$ cat src/rtl/wci_req_arbiter.sv
// wci_req_arbiter: round-robin arbiter of two requesters onto one WCI master port; define WCI_ARB_TIMEOUT_EN for silent-worker timeout
module wci_req_arbiter #(
  parameter logic [7:0] TIMEOUT_CYCLES = 8'd255
) (
  input  logic        wci_Clk,
  input  logic        wci_Reset,
  input  logic        req0_Req,
  input  logic [2:0]  req0_Cmd,
  input  logic        req0_AddrSpace,
  input  logic [3:0]  req0_ByteEn,
  input  logic [19:0] req0_Addr,
  input  logic [31:0] req0_Data,
  output logic        req0_Ack,
  output logic [1:0]  req0_Resp,
  output logic [31:0] req0_RData,
  input  logic        req1_Req,
  input  logic [2:0]  req1_Cmd,
  input  logic        req1_AddrSpace,
  input  logic [3:0]  req1_ByteEn,
  input  logic [19:0] req1_Addr,
  input  logic [31:0] req1_Data,
  output logic        req1_Ack,
  output logic [1:0]  req1_Resp,
  output logic [31:0] req1_RData,
  output logic [2:0]  wci_MCmd,
  output logic        wci_MAddrSpace,
  output logic [3:0]  wci_MByteEn,
  output logic [19:0] wci_MAddr,
  output logic [31:0] wci_MData,
  input  logic [1:0]  wci_SResp,
  input  logic [31:0] wci_SData,
  input  logic        wci_SThreadBusy,
  output logic [15:0] timeout_count
);
  typedef enum logic [1:0] {IDLE, ISSUE, WAIT, RESP} state_t;
  state_t state, state_nx;
  logic ptr, port, pick, grant, legal, done, tmo, cur_port;
  logic [2:0] pick_cmd, cmd_r;
  logic [1:0] resp_nx;
  logic [31:0] rdata_nx;
  assign pick     = (req0_Req && req1_Req) ? ptr : req1_Req;
  assign pick_cmd = pick ? req1_Cmd : req0_Cmd;
  assign legal    = pick_cmd == 3'h1 || pick_cmd == 3'h2;
  assign grant    = state == IDLE && (req0_Req || req1_Req) && !wci_SThreadBusy;
  assign done     = state == WAIT && wci_SResp != 2'h0;
  assign cur_port = state == IDLE ? pick : port;
  assign resp_nx  = state == IDLE ? 2'h2 : done ? wci_SResp : 2'h3;
  assign rdata_nx = (done && cmd_r == 3'h2) ? wci_SData : 32'h0;
  // state register
  always_ff @(posedge wci_Clk) begin
    if (wci_Reset) state <= IDLE;
    else state <= state_nx;
  end
  // next state: illegal commands skip the bus cycle and complete at once
  always_comb begin
    state_nx = state;
    case (state)
      IDLE:    state_nx = grant ? (legal ? ISSUE : RESP) : IDLE;
      ISSUE:   state_nx = WAIT;
      WAIT:    state_nx = (done || tmo) ? RESP : WAIT;
      default: state_nx = IDLE;
    endcase
  end
  // request capture, master outputs, completion registers and round-robin pointer
  always_ff @(posedge wci_Clk) begin
    if (wci_Reset) begin
      ptr            <= 1'b0;
      port           <= 1'b0;
      cmd_r          <= 3'h0;
      wci_MCmd       <= 3'h0;
      wci_MAddrSpace <= 1'b0;
      wci_MByteEn    <= 4'h0;
      wci_MAddr      <= 20'h0;
      wci_MData      <= 32'h0;
      req0_Ack       <= 1'b0;
      req1_Ack       <= 1'b0;
      req0_Resp      <= 2'h0;
      req1_Resp      <= 2'h0;
      req0_RData     <= 32'h0;
      req1_RData     <= 32'h0;
    end else begin
      wci_MCmd <= state_nx == ISSUE ? pick_cmd : 3'h0;
      req0_Ack <= state_nx == RESP && !cur_port;
      req1_Ack <= state_nx == RESP && cur_port;
      if (grant) begin
        port           <= pick;
        cmd_r          <= pick_cmd;
        wci_MAddrSpace <= pick ? req1_AddrSpace : req0_AddrSpace;
        wci_MByteEn    <= pick ? req1_ByteEn : req0_ByteEn;
        wci_MAddr      <= pick ? req1_Addr : req0_Addr;
        wci_MData      <= pick ? req1_Data : req0_Data;
      end
      if (state_nx == RESP && !cur_port) begin
        req0_Resp  <= resp_nx;
        req0_RData <= rdata_nx;
      end
      if (state_nx == RESP && cur_port) begin
        req1_Resp  <= resp_nx;
        req1_RData <= rdata_nx;
      end
      if (state == RESP) ptr <= ~port;
    end
  end
`ifdef WCI_ARB_TIMEOUT_EN
  logic [7:0] cnt;
  assign tmo = state == WAIT && wci_SResp == 2'h0 && cnt == TIMEOUT_CYCLES - 8'd1;
  // silent-cycle counter per transaction and saturating timeout tally
  always_ff @(posedge wci_Clk) begin
    if (wci_Reset) begin
      cnt           <= 8'h0;
      timeout_count <= 16'h0;
    end else begin
      cnt <= state == WAIT ? cnt + 8'd1 : 8'h0;
      if (tmo && timeout_count != 16'hFFFF) timeout_count <= timeout_count + 16'd1;
    end
  end
`else
  logic unused_timeout;
  assign tmo            = 1'b0;
  assign timeout_count  = 16'h0;
  assign unused_timeout = ^TIMEOUT_CYCLES;
`endif
endmodule

$ cat config.mk
export PLATFORM = sky130hd
export DESIGN_NAME = wci_req_arbiter
export DESIGN_NICKNAME = d
export VERILOG_FILES = /design/src/rtl/wci_req_arbiter.sv
export SDC_FILE = /design/constraint.sdc
export NUM_CORES = 1
export LEC_CHECK = 0
export BUFFER_PORTS_ARGS = -buffer_cell sky130_fd_sc_hd__clkbuf_2
export CAP_MARGIN = 25
export CORE_ASPECT_RATIO = 0.75
export CORE_MARGIN = 10
export CORE_UTILIZATION = 46
export DETAILED_ROUTE_END_ITERATION = 8
export PLACE_DENSITY = 0.92
export SETUP_SLACK_MARGIN = 0.5
export SKIP_CTS_REPAIR_TIMING = 1
export SLEW_MARGIN = 20
export SYNTH_ARGS = -nofsm -noshare
export SYNTH_HDL_FRONTEND = slang
export SYNTH_SLANG_ARGS = --single-unit
$ cat constraint.sdc
create_clock -name wci_Clk -period 2.4 [get_ports wci_Clk]
set_clock_uncertainty 0.15 [all_clocks]
set_input_delay 0.48 -clock wci_Clk [delete_from_list [all_inputs] [get_ports wci_Clk]]
set_output_delay 0.48 -clock wci_Clk [all_outputs]
set_load 0.05 [all_outputs]
==> Word-level counts from Yosys, hierarchy flattened <==
Cells that the tools add are included.
{ "totals": {"word_cells": 53, "input_bits": 159, "out_inout_bits": 146, "reg_bits": 137} }
{ "classes": {"eq_ne": 8, "reduce_logical": 14, "n_mux": 14, "bitwise_logic": 2} }
{ "op_table": {"columns": ["op", "count"], "rows": [
  ["32-bit 2-to-1 mux", 2],
  ["20-bit 2-to-1 mux", 1],
  ["2-bit 2-to-1 mux", 4],
  ["1-bit logical AND", 7],
  ["2-bit == test (second input constant)", 3],
  ["3-bit by 2-bit == test with 1-bit output (second input constant)", 2],
  ["2-bit case mux with 3 select lines", 1],
  ["2-bit by 1-bit == test with 1-bit output (second input constant)", 2],
  ["1-bit 2-to-1 mux", 4],
  ["4-bit 2-to-1 mux", 1],
  ["3-bit by 1-bit == test with 1-bit output (second input constant)", 1],
  ["3-bit 2-to-1 mux", 1],
  ["1-bit zero test", 2],
  ["2-bit zero test", 1],
  ["1-bit logical OR", 2],
  ["1-bit NOT", 2],
  ["2-bit nonzero test", 1],
  ["2-bit OR reduction", 1]
]} }

==> Longest topological paths before layout <==
Gate-level depths: netlist of run 1.
{ "logic_depth": {"depth_word": 11, "ltp_mapped": 8, "depth_no_buf": 6} }

==> Worst setup path after synthesis of run 1 <==
Ideal clock, no wire load.
{ "synth_path": {"path_type": "input to register", "start": "in req0_Req", "end": "reg req0_RData[10]", "required_time_ns": 2.178, "slack_ns": 0.552, "path_stages": 7, "arrival_time_ns": 1.626, "path_cell_list": "nand2b_4 -> buf_6 -> a2111o_1 -> nand4b_1 -> buf_6 -> buf_12 -> mux2i_1"} }
{ "synth_between": {"elab_chain_len": 10} }
{ "synth_rtl": {"columns": ["element", "line", "text"], "rows": [
  ["start: declaration", "7", "input logic req0_Req,"],
  ["1-bit logical AND", "41", "assign pick = (req0_Req && req1_Req) ? ptr : req1_Req;"],
  ["1-bit 2-to-1 mux", "41", null],
  ["3-bit 2-to-1 mux", "42", "assign pick_cmd = pick ? req1_Cmd : req0_Cmd;"],
  ["3-bit by 1-bit == test with 1-bit output or 3-bit by 2-bit == test with 1-bit output (tied branches)", "43", "assign legal = pick_cmd == 3'h1 || pick_cmd == 3'h2;"],
  ["1-bit logical OR", "43", null],
  ["2-bit 2-to-1 mux (2 in a row)", "58", "IDLE: state_nx = grant ? (legal ? ISSUE : RESP) : IDLE;"],
  ["2-bit case mux with 3 select lines", "57", "case (state)"],
  ["2-bit == test", "93", "if (state_nx == RESP && !cur_port) begin"],
  ["1-bit logical AND (*)", "93", null],
  ["end signal: assignment", "95", "req0_RData <= rdata_nx;"],
  ["end: declaration", "15", "output logic [31:0] req0_RData,"]
]} }
Every way passes the cells marked *; elsewhere a longest branch is shown, timed or not.
A chain may end at the register's enable or synchronous reset.

==> Worst setup path in the final report of run 1 <==
{ "layout_path": {"start": "reg state[1]", "end": "reg req1_RData[14]"} }
{ "layout_between": {"elab_chain_len": 7} }
{ "layout_rtl": {"columns": ["element", "line", "text"], "rows": [
  ["start: declaration", "36", "state_t state, state_nx;"],
  ["start signal: assignment", "52", "else state <= state_nx;"],
  ["2-bit zero test", "44, 46, 57", null],
  ["1-bit logical AND (2 in a row)", "44", "assign grant = state == IDLE && (req0_Req || req1_Req) && !wci_SThreadBusy;"],
  ["2-bit 2-to-1 mux", "58", null],
  ["2-bit case mux with 3 select lines", "57", null],
  ["2-bit == test", "97", "if (state_nx == RESP && cur_port) begin"],
  ["1-bit logical AND", "97", null],
  ["end signal: assignment", "99", "req1_RData <= rdata_nx;"],
  ["end: declaration", "24", "output logic [31:0] req1_RData,"]
]} }
Several ways; a longest one is shown, not always the timed one.

==> results of run 1 <==
worst paths after layout:
| kind | startpoint | to | slack [ps] | cells past startpoint |
|---|---|---|---|---|
| worst max-delay path | state[1]$_SDFF_PP0_ | req1_RData[14]$_SDFFE_PP0P_ | 440 | 7 |
| worst min register to register | req0_RData[24]$_SDFFE_PP0P_ | req0_RData[24]$_SDFFE_PP0P_ | 310 | 2 |
| worst max register to register | state[1]$_SDFF_PP0_ | req1_RData[14]$_SDFFE_PP0P_ | 440 | 7 |
| worst min-delay path | req0_Addr[6] | wci_MAddr[6]$_SDFFE_PP0N_ | 170 | 3 |
registers in the layout, summed over array words and instances (netlist names):
register / count
req0_Resp: 2
wci_MAddrSpace: 1
req0_Ack: 1
wci_MCmd: 3
wci_MAddr: 20
state: 2
req1_Resp: 2
wci_MByteEn: 4
req1_Ack: 1
ptr: 1
wci_MData: 32
cmd_r: 3
req1_RData: 32
port: 1
req0_RData: 32
per-stage QoR:
step	setup slack [ps]	cell area (um^2)	total power, uW	util, %	hold slack, ps
3_3_place_gp	272	7330	4440	59.0	294
3_5_place_dp	172	7330	4470	59.0	302
4_1_cts	341	7960	7230	64.0	150
6_report	442	8220	7410	66.1	169
2_1_floorplan	552	5960	4040	-	295
5_1_grt	401	8220	7690	66.1	160
where the power goes:
part           switching (uW)  internal, uW  total, uW
clock network            1010          1750       2760
logic                    1410           672       2080
registers                 104          2470       2570
total                    2520          4890       7410
worst min-delay path: stages:
cell and delay, ps:
clkbuf_2 80, nand2_1 40, a311oi_1 70
routing by layer:
metal	up-vias	wire, um	share of wire (%)	global-route usage (%)
met5	-	0	0	0
met4	0	614	2.9	7.32
met3	48	2020	9.5	6.92
met2	310	10300	48	33.6
met1	2730	8330	39	24.5
li1	2824	-	-	-
cell families (layout without fill, tap and decap cells):
logic type | count (synthesis) | count (layout)
XOR/XNOR | 2 | 2
other | 1 | 16
adder cells (fa/ha/maj) | 4 | 4
buffers and inverters | 81 | 352
multiplexers | 72 | 72
AND/OR/NAND/NOR | 298 | 298
AO/OA/AOI/OAI | 70 | 70
flip-flops | 137 | 137
layout make-up:
class,instances,area share (%)
multi-input cells,462,33.9
flip-flops and latches,137,33.4
clock inverters,14,2.37
well taps,166,2.53
inverters,7,0.350
repair buffers,313,22.2
clock buffers,18,5.22
cell usage in the layout, fill, tap and decap left out, types with 3 or more instances in the layout:
cell type  synthesis  routed
a211oi_1           3       3
a311oi_1          57      57
buf_12             6       6
buf_4             16       6
buf_6              3       6
bufinv_16          0       4
clkbuf_16          0      22
clkbuf_2           0     287
clkinv_2           0       3
clkinv_4           0       4
conb_1             1      16
dfxtp_1          137     135
ha_1               4       3
inv_1              6       4
mux2i_1           72      72
nand2_1          149     148
nand2b_1          13      12
nand3_1           58      58
nor2_1            66      65
nor3_1             3       3
==> out/qor.csv, run 1 <==
metric,value,unit
GPL Wtd Cong,0.849,
"Hold Violations, Final",0,
simple-gate area share of the yosys netlist,21.5,%
DR DRC count,0,
die area,17800,um^2
Post-Synth Adder-Cell Area,0.847,%
crit path max fanout,4,
post-synth top area share,46.4,%
Top delay family on crit path,simple AND/OR/NAND/NOR gates,
first-pass GRT wire length,30000,um
crit path cell chain,ha_1 > nand2b_1 > o32ai_4 > nand4_1 > buf_6 > buf_8 > mux2i_1,
die height,118,um
clk buf depth,2,
# diodes,0,
register area share after synthesis,46.4,%
startpoint types,flip-flop,
number of global-route vias before repair,5745,
Worst-Skew Late Latency,400,ps
H-tree depth,4,
actual slew at the worst max-slew pin,591,ps
I/O pin count,305,
Inst Count DP,1073,
outcome,"finished, final reports clean",
Static Leak,0.00413,uW
Mapped Cells,665,
min cycle time layout,1960,ps
CP max-delay cell,dfxtp_4,
Non-Filler Instances,1117,
synthesis-to-finish area growth,39.2,%
Final period util,81.6,%
port buffer count,288,
Syn Area/Cell,8.88,um^2
max incr delay on CP,370,ps
DP HPWL,14500,um
Final ANT Viol Nets,0,
fmax,0.511,GHz
Core Rows,35,
Commonest cells post-synth,"nand2_1, dfxtp_1, mux2i_1",
worst min path class,in2reg,
crit end category,flip-flop,
Multi-input gate area,2790,um^2
post-synthesis async set-or-reset flop share,0,%
post-synthesis mux area share,12.2,%
Reg area,2750,um^2
Sink Count,137,
Starting Density,47.5,%
drt first pass iters,5,
Post-synth EDFFs,0,
largest net degree at the start of global routing,95,
number of vias in the routed layout,5912,
drt total wl,21300,um
clock-pin slew on the worst setup and hold paths,60,ps
core area,12400,um^2
CTS tree,yes,
#FFs+latches synth,137,
Synth cell types,37,
Synth area leaders,"dfxtp_1, mux2i_1, nand2_1",
RSZ-0062 raised after global routing,yes,
Power Dens Cells,901,nW/um^2
# setup viols final,0,
"Top FF cell, synth",dfxtp_1,
WP data arrival,2130,ps
DIE WIDTH,151,um
Synth Area in Compound Gates,10.3,%
Max-cap violations,0,
initial antenna violation count,0,
Ys Warns,0,
Fin Setup TNS,0,ps
synthesized cell area,5910,um^2
Peak VDD IR,0.000563,V
largest family of logic cells by synthesized area,simple AND/OR/NAND/NOR gates,
area share of xor/xnor cells in the synthesized design,0.297,%
Starting DRT DRC Count,358,
total CTS buffers,17,
critical path required time,2570,ps
Total GRT Usage,20.6,%
most common cell in the synthesized netlist,nand2_1,
layout cells sized above 1,37.7,%
wire per inst,19.0,um
"area leader, netlist",dfxtp_1,
Setup CP Type,reg2reg,
"Buf+Inv Stages, Crit Path",2,
Nets,1101,
remaining global-route overflow,0,
Fill cells,1044,
Root Driver,clkbuf_16,
Via density,5.29,
Rel. slew slack,60.6,%
Slew Limit Fails,0,
(Power assumes the default switching activity.)
==> run 2: changes to the inputs <==
--- a/config.mk
+++ b/config.mk
@@ -9,9 +9,9 @@
 export CAP_MARGIN = 25
 export CORE_ASPECT_RATIO = 0.75
 export CORE_MARGIN = 10
-export CORE_UTILIZATION = 46
+export CORE_UTILIZATION = 41
 export DETAILED_ROUTE_END_ITERATION = 8
-export PLACE_DENSITY = 0.92
+export PLACE_DENSITY = 0.87
 export SETUP_SLACK_MARGIN = 0.5
 export SKIP_CTS_REPAIR_TIMING = 1
 export SLEW_MARGIN = 20
==> constraint.sdc (replaced) <==
create_clock -name wci_Clk -period 1.8 [get_ports wci_Clk]
set_clock_uncertainty 0.15 [all_clocks]
set_input_delay 0.36 -clock wci_Clk [delete_from_list [all_inputs] [get_ports wci_Clk]]
set_output_delay 0.36 -clock wci_Clk [all_outputs]
set_load 0.05 [all_outputs]
==> run 2 against run 1 <==
Against the previous run: the run now ends with setup timing left; critical path type unchanged; sequential share of layout area decreased by 2.9 points; highest routed layer unchanged; clock-buffer cell count unchanged; worst setup slack lost 520 ps; largest cell class unchanged; utilization is 0.78 points lower; combinational power increased by 51%; wire length is 2.8% higher.
==> out/qor.csv, run 2 (synthesis gave the netlist of run 1 again) <==
metric,value,unit
# diodes,0,
wire per inst,18.5,um
remaining global-route overflow,0,
cell internal pwr,6880,uW
clock share of power,36.1,%
Max-cap violations,0,
Worst R2R Path Depth,7,
Core Rows,37,
outcome,"finished, violations left",
clk buf depth,2,
total CTS buffers,17,
DP HPWL,14900,um
Nets,1137,
number of global-route vias before repair,5648,
PnR worst setup slack,-81.8,ps
Total Power,10300,uW
Peak VDD IR,0.000800,V
Worst-Skew Late Latency,400,ps
number of vias in the routed layout,5960,
first-pass GRT wire length,29700,um
"Buf+Inv Stages, Crit Path",3,
Slew Limit Fails,0,
I/O pin count,305,
crit path max fanout,9,
Final period util,105,%
hold path cells,3,
# setup viols final,40,
Static Leak,0.00447,uW
Via density,5.04,
max incr delay on CP,360,ps
"commonest non-fill, non-tap cell in the layout",clkbuf_2,
worst min path class,in2reg,
fmax,0.531,GHz
Sink Count,137,
WP data arrival,2050,ps
largest net degree at the start of global routing,61,
GPL Wtd Cong,0.809,
die height,124,um
failing checks,setup timing,
Crit path depth,7,
Layout Utilization,65.3,%
Power Dens Cells,1130,nW/um^2
crit path cell chain,inv_2 > ha_4 > a2111o_1 > nand4_1 > buf_6 > buf_12 > mux2i_1,
DIE WIDTH,159,um
"commonest cells after routing, fill and taps aside","clkbuf_2, nand2_1, dfxtp_1, mux2i_1, nor2_1",
CP max-delay cell,dfxtp_4,
H-tree depth,4,
RSZ-0062 raised after global routing,yes,
crit end category,flip-flop,
Starting DRT DRC Count,339,
Psw,3440,uW
layout cells sized above 1,43.5,%
startpoint types,flip-flop,
Top delay family on crit path,buffers and inverters,
port buffer count,288,
Net Sw Frac,33.3,%
clock-pin slew on the worst setup and hold paths,60,ps
core area,13900,um^2
Setup CP Type,reg2reg,
drt total wl,21900,um
drt first pass iters,5,
die area,19700,um^2
initial antenna violation count,0,
DR DRC count,0,
Flop pwr share,33.5,%
min cycle time layout,1880,ps
Starting Density,42.4,%
Total GRT Usage,19.0,%
Root Driver,clkbuf_16,
Largest regs,"req0_RData: 32 flops, req1_RData: 32 flops, wci_MData: 32 flops",
synthesis-to-finish area growth,54.2,%
combinational share of power,30.4,%
critical path required time,1970,ps
CTS tree,yes,
WHS,41.5,ps
"Hold Violations, Final",0,
Final ANT Viol Nets,0,
[run 2: changes by cell type in the layout (fill, tap and decap cells not counted), moves of 12 or more]
cell      before  now
buf_4          6   26
buf_6          6   18
buf_8          2   22
clkbuf_2     287  254
dfxtp_1      135  114
dfxtp_2        1   19
[run 2: layout make-up]
class                   instances  area [um^2]
repair buffers                349         2570
multi-input cells             462         2850
clock buffers                  18          439
well taps                     195          244
clock inverters                14          195
inverters                       7         26.3
fillers                      1133         4830
flip-flops and latches        137         2780
[run 2: power groups by stage]
stage,sequential [uW],clock [uW],combinational (uW)
floorplan,4260,0,1280
global placement,3480,0,2670
detailed placement,3500,0,2700
CTS,3430,3790,2700
global route,3490,3930,3310
finish,3460,3720,3140
[run 2: path summary, 6_finish.rpt]
check / startpoint / endpoint / slack [ps]
min: req0_Addr[13] / wci_MAddr[13]$_SDFFE_PP0N_ / 40
min reg2reg: req1_RData[11]$_SDFFE_PP0P_ / req1_RData[11]$_SDFFE_PP0P_ / 300
max: state[1]$_SDFF_PP0_ / req1_RData[21]$_SDFFE_PP0P_ / -80
max reg2reg: state[1]$_SDFF_PP0_ / req1_RData[21]$_SDFFE_PP0P_ / -80
[run 2: stage by stage]
| stage | setup TNS [ps] | instance area [um^2] | worst slack (ps) | std cells |
|---|---|---|---|---|
| 6_report | -1740 | 9100 | -81.8 | 1182 |
| 4_1_cts | -5090 | 8310 | -140 | 1154 |
| 5_1_grt | -8990 | 9100 | -144 | 1182 |
| 2_1_floorplan | 0 | 6170 | 96.9 | 680 |
| 3_3_place_gp | -7970 | 7670 | -147 | 1122 |
| 3_5_place_dp | -10860 | 7670 | -225 | 1122 |
[run 2: metal layers]
metal	up-vias	track usage [%]	share of wire, %
met1	2844	23.2	43
met4	0	5.77	2.0
met2	189	32.0	49
met3	25	5.30	6.1
met5	-	0	0
li1	2902	-	-
[run 2: worst min-delay path: cells and delay by family]
kind / cells / cell delay [ps]
buf+inv: 1 / 80
compound gates: 1 / 80
simple gates: 1 / 40
